==> config.mk <==
export PLATFORM = sky130hd
export DESIGN_NAME = output_compare
export DESIGN_NICKNAME = d
export VERILOG_FILES = /design/src/rtl/output_compare_pkg.sv /design/src/rtl/output_compare_timebase.sv /design/src/rtl/output_compare.sv
export SDC_FILE = /design/constraint.sdc
export NUM_CORES = 1
export LEC_CHECK = 0
export ABC_AREA = 1
export CORE_UTILIZATION = 45
export DETAILED_ROUTE_END_ITERATION = 16
export PLACE_DENSITY = 0.79
export SYNTH_ARGS = -nofsm -noshare
export SYNTH_HDL_FRONTEND = slang
export SYNTH_SLANG_ARGS = --single-unit
==> constraint.sdc <==
create_clock -name clk -period 2.15 [get_ports clk]
set_input_delay 0.3225 -clock clk [delete_from_list [all_inputs] [get_ports clk]]
set_output_delay 0.3225 -clock clk [all_outputs]
set_load 0.005 [all_outputs]
==> src/rtl/output_compare_pkg.sv <==
// Shared timer definitions: compare-output modes, control FSM states and default width.
package output_compare_pkg;

    localparam int DEFAULT_WIDTH = 4;

    typedef enum logic [1:0] {
        MODE_TOGGLE = 2'b00,
        MODE_SET    = 2'b01,
        MODE_CLEAR  = 2'b10,
        MODE_PWM    = 2'b11
    } mode_e;

    typedef enum logic [1:0] {
        IDLE = 2'd0,
        RUN  = 2'd1,
        DONE = 2'd2
    } state_e;

    // Pin level after a compare match in the edge-driven modes; PWM is handled separately.
    function automatic logic match_level(input mode_e mode, input logic cur);
        case (mode)
            MODE_TOGGLE: return ~cur;
            MODE_SET:    return 1'b1;
            MODE_CLEAR:  return 1'b0;
            default:     return cur;
        endcase
    endfunction

endpackage

==> src/rtl/output_compare_timebase.sv <==
// Free-running up-counter that wraps to zero after reaching top; shared by compare and capture paths.
module oc_timebase
    import output_compare_pkg::*;
#(
    parameter int WIDTH = DEFAULT_WIDTH
) (
    input  logic             clk,
    input  logic             rst,
    input  logic             en,
    input  logic [WIDTH-1:0] top,
    output logic [WIDTH-1:0] count,
    output logic [WIDTH-1:0] next_count,
    output logic             wrap
);

    assign wrap = en && (count == top);

    always_comb begin
        // NOTE: default first so every path assigns next_count and no latch is inferred.
        next_count = count;
        if (wrap)
            next_count = '0;
        else if (en)
            next_count = count + WIDTH'(1);
    end

    // NOTE: sequential state uses non-blocking assignments only.
    always_ff @(posedge clk or negedge rst) begin
        if (!rst)
            count <= '0;
        else
            count <= next_count;
    end

endmodule

==> src/rtl/output_compare.sv <==
// Output compare unit: double-buffered compare value, edge/PWM pin drive, sticky match and wrap flags.
module output_compare
    import output_compare_pkg::*;
#(
    parameter int WIDTH = DEFAULT_WIDTH
) (
    input  logic             clk,
    input  logic             rst,
    input  logic             en,
    input  logic [WIDTH-1:0] cmpVal,
    input  logic             loadCmp,
    input  logic [WIDTH-1:0] topVal,
    input  logic [1:0]       mode,
    input  logic             oneShot,
    input  logic             rstOut,
    input  logic             rstIntFlag,
    output logic [WIDTH-1:0] count,
    output logic             sig,
    output logic             intFlag,
    output logic             ovfFlag
);

    state_e           state;
    mode_e            cur_mode;
    logic [WIDTH-1:0] shadow;
    logic [WIDTH-1:0] active;
    logic [WIDTH-1:0] next_count;
    logic             run;
    logic             match;
    logic             advance;
    logic             wrap;

    assign cur_mode = mode_e'(mode);
    assign run      = (state == RUN) && en;
    assign match    = run && (count == active);
    // A one-shot match freezes the count at the match value.
    assign advance  = run && !(match && oneShot);

    oc_timebase #(.WIDTH(WIDTH)) u_timebase (
        .clk        (clk),
        .rst        (rst),
        .en         (advance),
        .top        (topVal),
        .count      (count),
        .next_count (next_count),
        .wrap       (wrap)
    );

    // Active compare only changes at a period boundary or while idle; a same-edge load bypasses the shadow.
    always_ff @(posedge clk or negedge rst) begin
        if (!rst) begin
            shadow <= '0;
            active <= '0;
        end else begin
            if (loadCmp)
                shadow <= cmpVal;
            if (wrap || state == IDLE)
                active <= loadCmp ? cmpVal : shadow;
        end
    end

    always_ff @(posedge clk or negedge rst) begin
        if (!rst) begin
            sig <= 1'b0;
        end else if (rstOut) begin
            sig <= 1'b0;
        end else if (run && cur_mode == MODE_PWM) begin
            sig <= (next_count < active);
        end else if (match) begin
            sig <= match_level(cur_mode, sig);
        end
    end

    // Set beats clear so an event landing on the clear edge is not lost.
    always_ff @(posedge clk or negedge rst) begin
        if (!rst) begin
            intFlag <= 1'b0;
            ovfFlag <= 1'b0;
        end else begin
            intFlag <= match || (intFlag && !rstIntFlag);
            ovfFlag <= wrap  || (ovfFlag && !rstIntFlag);
        end
    end

    always_ff @(posedge clk or negedge rst) begin
        if (!rst) begin
            state <= IDLE;
        end else if (!en) begin
            state <= IDLE;
        end else begin
            case (state)
                IDLE:    state <= RUN;
                RUN:     if (match && oneShot) state <= DONE;
                DONE:    state <= DONE;
                default: state <= IDLE;
            endcase
        end
    end

endmodule

# Yosys cells after proc, flatten, opt, wreduce, memory -nomap -nowiden
# Cells that the tools add are included.
# word_totals
reg_bits	17
in_bits	17
out_inout_bits	7
# op_classes
addsub	1
magnitude_cmp	1
n_eq_ne	8
muxes	10
bitwise	1
n_reduce_logical	18
# ops
cell	count
two-way mux 4 bit	3
equality test 4 bit	2
logical AND 1 bit	8
equality test 2 bit (second input constant)	3
one-hot mux 2 bit (3 select lines)	1
nonzero test 5 bit	1
adder 4 x 1 -> 4 bit (second input constant)	1
equality test 2 x 1 -> 1 bit (second input constant)	2
logical NOT 2 bit	2
< comparator 4 bit	1
two-way mux 2 bit	2
logical OR 1 bit	3
two-way mux 1 bit	3
!= test 3 x 2 -> 1 bit (second input constant)	1
one-hot mux 1 bit (3 select lines)	1
nonzero test 3 bit	1
logical NOT 1 bit	2
AND reduction 2 bit	1
NOT 1 bit	1

# Logic depth before layout (Yosys ltp)
# Gate-level depths: netlist of the first run.
# depth
depth_word	11
mapped_depth	18

# By module
# From an unflattened synthesis of the first run, not the netlist that was laid out.
# hier_totals
cells_unflattened	150
area_unflattened_um2	1143.6
# by_module_without_submodules
mod	instances	cells_each	area_per_inst_um2	seq_area_each_um2
output_compare	1	109	868.3	325.3
oc_timebase	1	41	275.3	100.1

# Worst setup path before layout of the first run
# OpenSTA, ideal clock, no wires.
# synth_path
kind	register -> register
start	reg state[1]
end	reg sig
setup_time_ps	65
arrival_ps	2194
required_ps	2085
setup_slack_ps	-109
stages_incl_launch_ff	17
period_less_slack_ps	2259
cell_sequence	dfrtp_1 inv_1 ha_1 nand2_1 clkinv_2 nand2_2 nor2_4 nand3_4 nand2_2 inv_2 nand4_1 o21ai_1 a21oi_1 ha_1 a2111oi_0 nand2_1 nand2_1
# synth_between
elab_chain_len	11
# synth_lines
item	line	text
start: declaration	output_compare.sv:23	state_e state;
start signal: assignment	output_compare.sv:87	state <= IDLE;
start signal: assignment	output_compare.sv:89	state <= IDLE;
start signal: assignment	output_compare.sv:92	IDLE: state <= RUN;
equality test 2 x 1 -> 1 bit *	output_compare.sv:34	assign run = (state == RUN) && en;
logical AND 1 bit *	output_compare.sv:34	
logical AND 1 bit	output_compare.sv:35	assign match = run && (count == active);
logical AND 1 bit	output_compare.sv:37	assign advance = run && !(match && oneShot);
logical NOT 1 bit	output_compare.sv:37	
logical AND 1 bit *	output_compare.sv:37	
two-way mux 4 bit or logical AND 1 bit (tied branches)	output_compare_timebase.sv:23, output_compare_timebase.sv:16	
two-way mux 4 bit *	output_compare_timebase.sv:21	if (wrap)
via next_count[3]	output_compare.sv:27	logic [WIDTH-1:0] next_count;
< comparator 4 bit *	output_compare.sv:68	sig <= (next_count < active);
two-way mux 1 bit *	output_compare.sv:67	end else if (run && cur_mode == MODE_PWM) begin
two-way mux 1 bit *	output_compare.sv:65	end else if (rstOut) begin
end signal: assignment	output_compare.sv:68	
end signal: assignment	output_compare.sv:70	sig <= match_level(cur_mode, sig);
end: declaration	output_compare.sv:18	output logic sig,
# Mark *: on every way through the listed nets, which the timed path passes. The rest lies on a longest branch.
# A chain may end at the register's enable or synchronous reset.

# Final worst setup path of the first run
# Ends and elaborated chain as after synthesis.

==> results of run 1 <==
[layer usage]
metal / vias up / track usage / wire length [µm]
met3: 8 / 0.0351 / 113
met5: - / 0 / 0
met1: 463 / 0.271 / 1140
met2: 29 / 0.342 / 1280
li1: 482 / - / -
met4: 0 / 0.0721 / 48
[power groups by stage]
stage / Combinational (mW) / Clock [mW] / Sequential [mW]
2_1_floorplan: 0.586 / 0 / 0.516
3_3_place_gp: 0.916 / 0 / 0.512
3_5_place_dp: 0.940 / 0 / 0.518
4_1_cts: 0.972 / 0.191 / 0.512
5_1_grt: 1.19 / 0.199 / 0.525
6_report: 1.07 / 0.187 / 0.511
[stage by stage]
stage,cells,setup TNS [ns],setup WS [ns]
global placement,188,-0.215,-0.215
detailed placement,188,-0.281,-0.281
CTS,194,-0.0686,-0.0686
finish,196,-0.156,-0.156
floorplan,124,-0.0327,-0.0327
global route,196,-0.323,-0.323
[cell usage in the layout (no fill, tap or decap), types with 3 or more instances in the layout]
master           instances
xnor2_1                  4
o21ai_2                  5
inv_2                    7
ha_1                    10
dfrtp_1                 17
inv_1                   15
o21ai_0                  5
nand2_1                 25
nand2_2                  7
clkdlybuf4s50_1         23
mux2_2                   4
nand3_1                  5
buf_4                   18
clkbuf_4                 3
[final timing paths]
kind,from,to
max,state[1],sig
min,rst,shadow[1]
max reg2reg,state[1],sig
min reg2reg,shadow[2],shadow[2]
max in group asynchronous,rst,state[1]
min in group clk,shadow[2],shadow[2]
[repair_timing]
action | CTS | global route
gates resized for setup | 0 | 4
hold buffers | 0 | 0
endpoints found under the setup margin | 1 | 1
pin swaps | 1 | 3
setup buffers | 2 | 2
[sequential cells by signal, summed over array words and instances (netlist names)]
signal,count
shadow,4
intFlag,1
u_timebase.count,4
active,4
ovfFlag,1
sig,1
state,2
[cells in the mapped netlist, types with 2 or more instances]
master   instances  area (µm²)
dfrtp_1         17         425
nor2_4           2        22.5
o21ai_1          2        10.0
a21oi_1          3        15.0
nand4_1          2        12.5
inv_1           16        60.1
nand2_2          8        50.1
nand3_1          5        25.0
xnor2_1          4        35.0
o21ai_2          4        35.0
nand3_4          2        35.0
o21ai_0          5        25.0
mux2_2           4        45.0
ha_1            11         138
nand2_1         25        93.8
inv_2            6        22.5
[logic make-up (layout without fill, tap and decap cells)]
family | after synthesis | count (layout)
compound gates | 17 | 17
xor+xnor | 4 | 4
fa+ha+maj | 11 | 11
buf+inv | 24 | 68
flops | 17 | 17
mux | 4 | 4
simple gates | 47 | 47
[final cells by class]
cell class,count,share of cell area
sequential,17,0.271
timing repair buffer,41,0.232
clock inverter,1,0.00318
clock buffer,3,0.0143
inverter,23,0.0557
tap,28,0.0223
multi-input combinational,83,0.401
[worst max-delay path, delay by kind of cell, from the launching register on]
kind	cells	cell delay, ns
buf+inv	3	0.16
fa+ha+maj	2	0.38
compound gates	3	0.62
simple gates	8	0.70
flops	1	0.39
==> flow_summary.toml, run 1 <==
[yosys]
synth_top_family_by_area = "simple AND/OR/NAND/NOR gates"
yosys.area_share.adder = 0.124
yosysSeqAreaShare = 0.383
synth_warnings = 0
synthXorXnorAreaFrac = 0.0315
syn_area_mm2 = 0.00111
synth_fp_nets = 152
ys.flop_type = "dfrtp_1"
synthCells = 124
synth_async_sr_flop_share = 1.00
synth-seq-cells = 17
synthMuxAreaShare = 0.0405
synth_simple_gate_area_frac = 0.233
synth_compound_area_frac = 0.0991
syn_area_per_cell_um2 = 8.96
synth_edf_count = 0
ys_types = 24

[global_route]
grt_pass1_wl_mm = 4.06
track_usage = 0.207
grt_max_degree = 18
grt_pass1_vias = 966
antenna_found_initial = 0
grt_remaining_overflow = 0

[clock_network]
clkSinkCount = 17
clkLatencyLatePin_ns = 0.30
cts_buffer_depth = 2
clkTransAtPathRegs_ns = 0.11
cts-root-buf = "clkbuf_4"
cts_tree = "yes"
numCtsBuffers = 3
cts_max_level = 1

[drt]
drcViolationCount = 0
drtPass1Iterations = 5
vias = 982
drt_iter0_markers = 18
postRouteAntennaNets = 0
avgRoutedWirePerCell_um = 13.2
vias_per_cell = 5.01
wl_mm = 2.58

[pwr]
p_clk_frac = 0.106
p_leak_nw = 0.749
p_comb_frac = 0.605
switching_share = 0.430
p_switching_mw = 0.759
p_total_mw = 1.77
ir_drop_mv = 0.705
internal-power_mw = 1.01
power.density_mw_per_mm2 = 1120
power_frac_seq = 0.289

[setup_path]
rrSetupSlack_ns = -0.16
max_stage_delay_ns = 0.39
cp.arrival_ns = 2.56
critPathMostFrequentCell = "nand2_1"
cp-start-kind = "register"
criticalPathCategory = "register to register"
crit_path_cell_trace = "inv_2 > ha_1 > nand2_1 > clkinv_2 > nand2_2 > nor2_4 > nand3_4 > nand2_4 > inv_2 > nand4_1 > o21ai_2 > a21oi_2 > ha_4 > a2111oi_4 > nand2_1 > nand2_1"
critPathRequiredTime_ns = 2.41
ff2ff_path_depth = 16
cp_max_fo = 2
end_kind = "register"
cpMaxStageDelayCell = "dfrtp_1"

[timing]
fin_crit_ns = 2.31
setup_slack_ns = -0.156
drv_slew = 0
slew_headroom = 0.739
holdWs_ns = 0.325
fmax_ghz = 0.434
skew_ns = 0.00250
worst_slew_pin_slew_ns = 0.386
setup_viol = 1
rsz0062_at_grt = "true"
hold_viol_final = 0
finalCritPeriodShare = 1.07

[final_layout]
area_delta_synth_final_pct = 41.4
antenna_cells = 0
nNetsFinal = 197
multi_input_area_um2 = 631
layout.area.seq_um2 = 425
final_core_util = 0.690
num-fill-cells = 180
drive_gt1_frac = 0.327
fin_area_mm2 = 0.00157

[floorplanning]
die_w_um = 51.7
die_y_um = 51.7
num_rows = 17
fp.coreArea_mm2 = 0.00228
fp.dieArea_mm2 = 0.00267
ios = 24
initial_core_util = 0.488

[hold_path]
hold_path.class = "primary input to async pin"

[placed_design]
gp_congestion = 0.837
place_hpwl_mm = 1.85
io_buffers = 23
dpl_cell_area_mm2 = 0.00148

[status]
run_status = "finished with violations"
violations = "setup timing"

[run]
drv_cap = 0
Note: power is estimated with default switching activity, not from simulation.
==> run 2, diff against run 1 <==
--- a/config.mk
+++ b/config.mk
@@ -9,6 +9,7 @@
 export CORE_UTILIZATION = 45
 export DETAILED_ROUTE_END_ITERATION = 16
 export PLACE_DENSITY = 0.79
+export REMOVE_ABC_BUFFERS = 1
 export SYNTH_ARGS = -nofsm -noshare
 export SYNTH_HDL_FRONTEND = slang
 export SYNTH_SLANG_ARGS = --single-unit
==> run 2 against run 1 <==
The run still ends with setup timing left. Count of clock-buffer cells in the layout stayed put. Final cell count shrank 0.51%. First-iteration DRC count stayed put. Sequential cell count stayed put. Cell area rose by 0.48%. Die area unchanged. Worst hold slack improved by 0.010 ns. Worst setup slack better by 0.057 ns. Clock skew grew 0.0011 ns. Clock power shrank 4%. Critical path type unchanged.
==> flow_summary.toml, run 2 (same netlist as run 1, synthesis figures left out) <==
[status]
run_status = "finished with violations"
violations = "setup timing"

[final_layout]
top_regs = "active (4), shadow (4), u_timebase.count (4)"
num-fill-cells = 167
layout.area.seq_um2 = 425
area_delta_synth_final_pct = 42.1
nNetsFinal = 196
multi_input_area_um2 = 646
final_common_cell = "nand2_1"
antenna_cells = 0
final_cell_mix = "nand2_1, clkdlybuf4s50_1, dfrtp_1, buf_4, inv_1"
drive_gt1_frac = 0.335

[floorplanning]
ios = 24
initial_core_util = 0.488
fp.dieArea_mm2 = 0.00267
die_w_um = 51.7
fp.coreArea_mm2 = 0.00228
num_rows = 17
die_y_um = 51.7

[drt]
postRouteAntennaNets = 0
wl_mm = 2.41
vias = 965
vias_per_cell = 4.95
drtPass1Iterations = 4
avgRoutedWirePerCell_um = 12.4
drcViolationCount = 0
drt_iter0_markers = 18

[setup_path]
cp.buffers_inverters = 3
critPathRequiredTime_ns = 2.40
critPathLaunch = "state[1]"
critPathTopFamily = "simple AND/OR/NAND/NOR gates"
crit_path_cell_trace = "inv_2 > ha_4 > nand2_2 > clkinv_2 > nand2_4 > nor2_4 > nand3_4 > nand2_2 > inv_2 > nand4_1 > o21ai_2 > a21oi_2 > ha_4 > a2111oi_4 > nand2_1 > nand2_1"
cp-start-kind = "register"
max_stage_delay_ns = 0.39
cpMaxStageDelayCell = "dfrtp_1"
cp_max_fo = 3
cp.arrival_ns = 2.50
end_kind = "register"
r2r_start = "state[1]"
criticalPathCategory = "register to register"

[pwr]
power.density_mw_per_mm2 = 1100
p_leak_nw = 0.749
ir_drop_mv = 0.737

[clock_network]
cts-root-buf = "clkbuf_4"
numCtsBuffers = 3
clkSinkCount = 17
clkLatencyLatePin_ns = 0.30
clkTransAtPathRegs_ns = 0.11
cts_max_level = 1
ctsHoldBuffers = 0
cts_buffer_depth = 2
cts_tree = "yes"

[timing]
setup_viol = 1
fmax_ghz = 0.445
worst_slew_pin_slew_ns = 0.377
drv_slew = 0
slew_headroom = 0.745
hold_viol_final = 0
setup_tns_ns = -0.0994
rsz0062_at_grt = "true"
skew_ns = 0.00364
finalCritPeriodShare = 1.05
setup_slack_ns = -0.0994
fin_crit_ns = 2.25

[global_route]
grt_pass1_wl_mm = 4.07
grt_max_degree = 18
grt_remaining_overflow = 0
antenna_found_initial = 0
track_usage = 0.215
grt_pass1_vias = 963

[hold_path]
hold_path.class = "primary input to async pin"

[placed_design]
preCtsSetupSlack_ns = -0.373
gp_congestion = 0.911
io_buffers = 23
place_hpwl_mm = 1.80

[run]
drv_cap = 0
## run 2: changes by cell type in the layout (fill, tap and decap cells not counted)
cell / before / now
nand2_1: 25 / 24
buf_4: 18 / 17
ha_4: 1 / 2
nand2_2: 7 / 8
ha_1: 10 / 9
## run 2: metrics by stage
stage / utilization / hold WS [ns] / power, mW / std cells / cell area [µm²]
global route: 0.694 / 0.368 / 1.89 / 195 / 1580
CTS: 0.664 / 0.339 / 1.65 / 193 / 1510
floorplan: - / 0.0269 / 1.06 / 123 / 1100
finish: 0.694 / 0.336 / 1.74 / 195 / 1580
detailed placement: 0.649 / 0.502 / 1.44 / 189 / 1480
global placement: 0.649 / 0.495 / 1.41 / 189 / 1480
## run 2: final timing paths
check | end | slack (ns) | depth (start not counted)
min in group clk | shadow[3] | 0.52 | 1
worst max-delay path | sig | -0.1 | 16
max in group asynchronous | state[0] | 1.62 | 2
worst min-delay path | active[2] | 0.34 | 2
worst max register to register | sig | -0.1 | 16
worst min register to register | shadow[3] | 0.52 | 1
## run 2: timing repair
item | in CTS | in global routing
setup endpoints to repair | 1 | 1
resized for setup | 2 | 9
buffers inserted | 0 | 2
pin swaps | 2 | 9
endpoints found under the hold margin | 0 | 0
## run 2: per-layer routing
layer,part of all wire,wire length [µm],track usage
met5,0,0,0
met4,0.016,39,0.108
met3,0.035,85,0.0439
met2,0.52,1260,0.377
met1,0.42,1020,0.247
## run 2: final cells by class
type,instances,share of cell area
inverter,23,0.0555
multi-input combinational,83,0.409
clock buffer,3,0.0143
clock inverter,1,0.00317
sequential,17,0.269
tap,28,0.0222
timing repair buffer,40,0.227
## run 2: report_power, final
part           internal (mW)  total, mW  leakage (nW)  switching, mW
combinational          0.502       1.04         0.523          0.535
clock                 0.0694      0.180        0.0177          0.111
sequential             0.421      0.518         0.208         0.0977
total                  0.992       1.74         0.749          0.744
## run 2: worst reg2reg max path: stages (launching register included)
cell,delay (ns)
dfrtp_1,0.39
inv_2,0.08
ha_4,0.12
nand2_2,0.04
clkinv_2,0.06
nand2_4,0.05
nor2_4,0.13
nand3_4,0.08
nand2_2,0.09
inv_2,0.04
nand4_1,0.12
o21ai_2,0.09
a21oi_2,0.17
ha_4,0.24
a2111oi_4,0.34
nand2_1,0.09
nand2_1,0.07
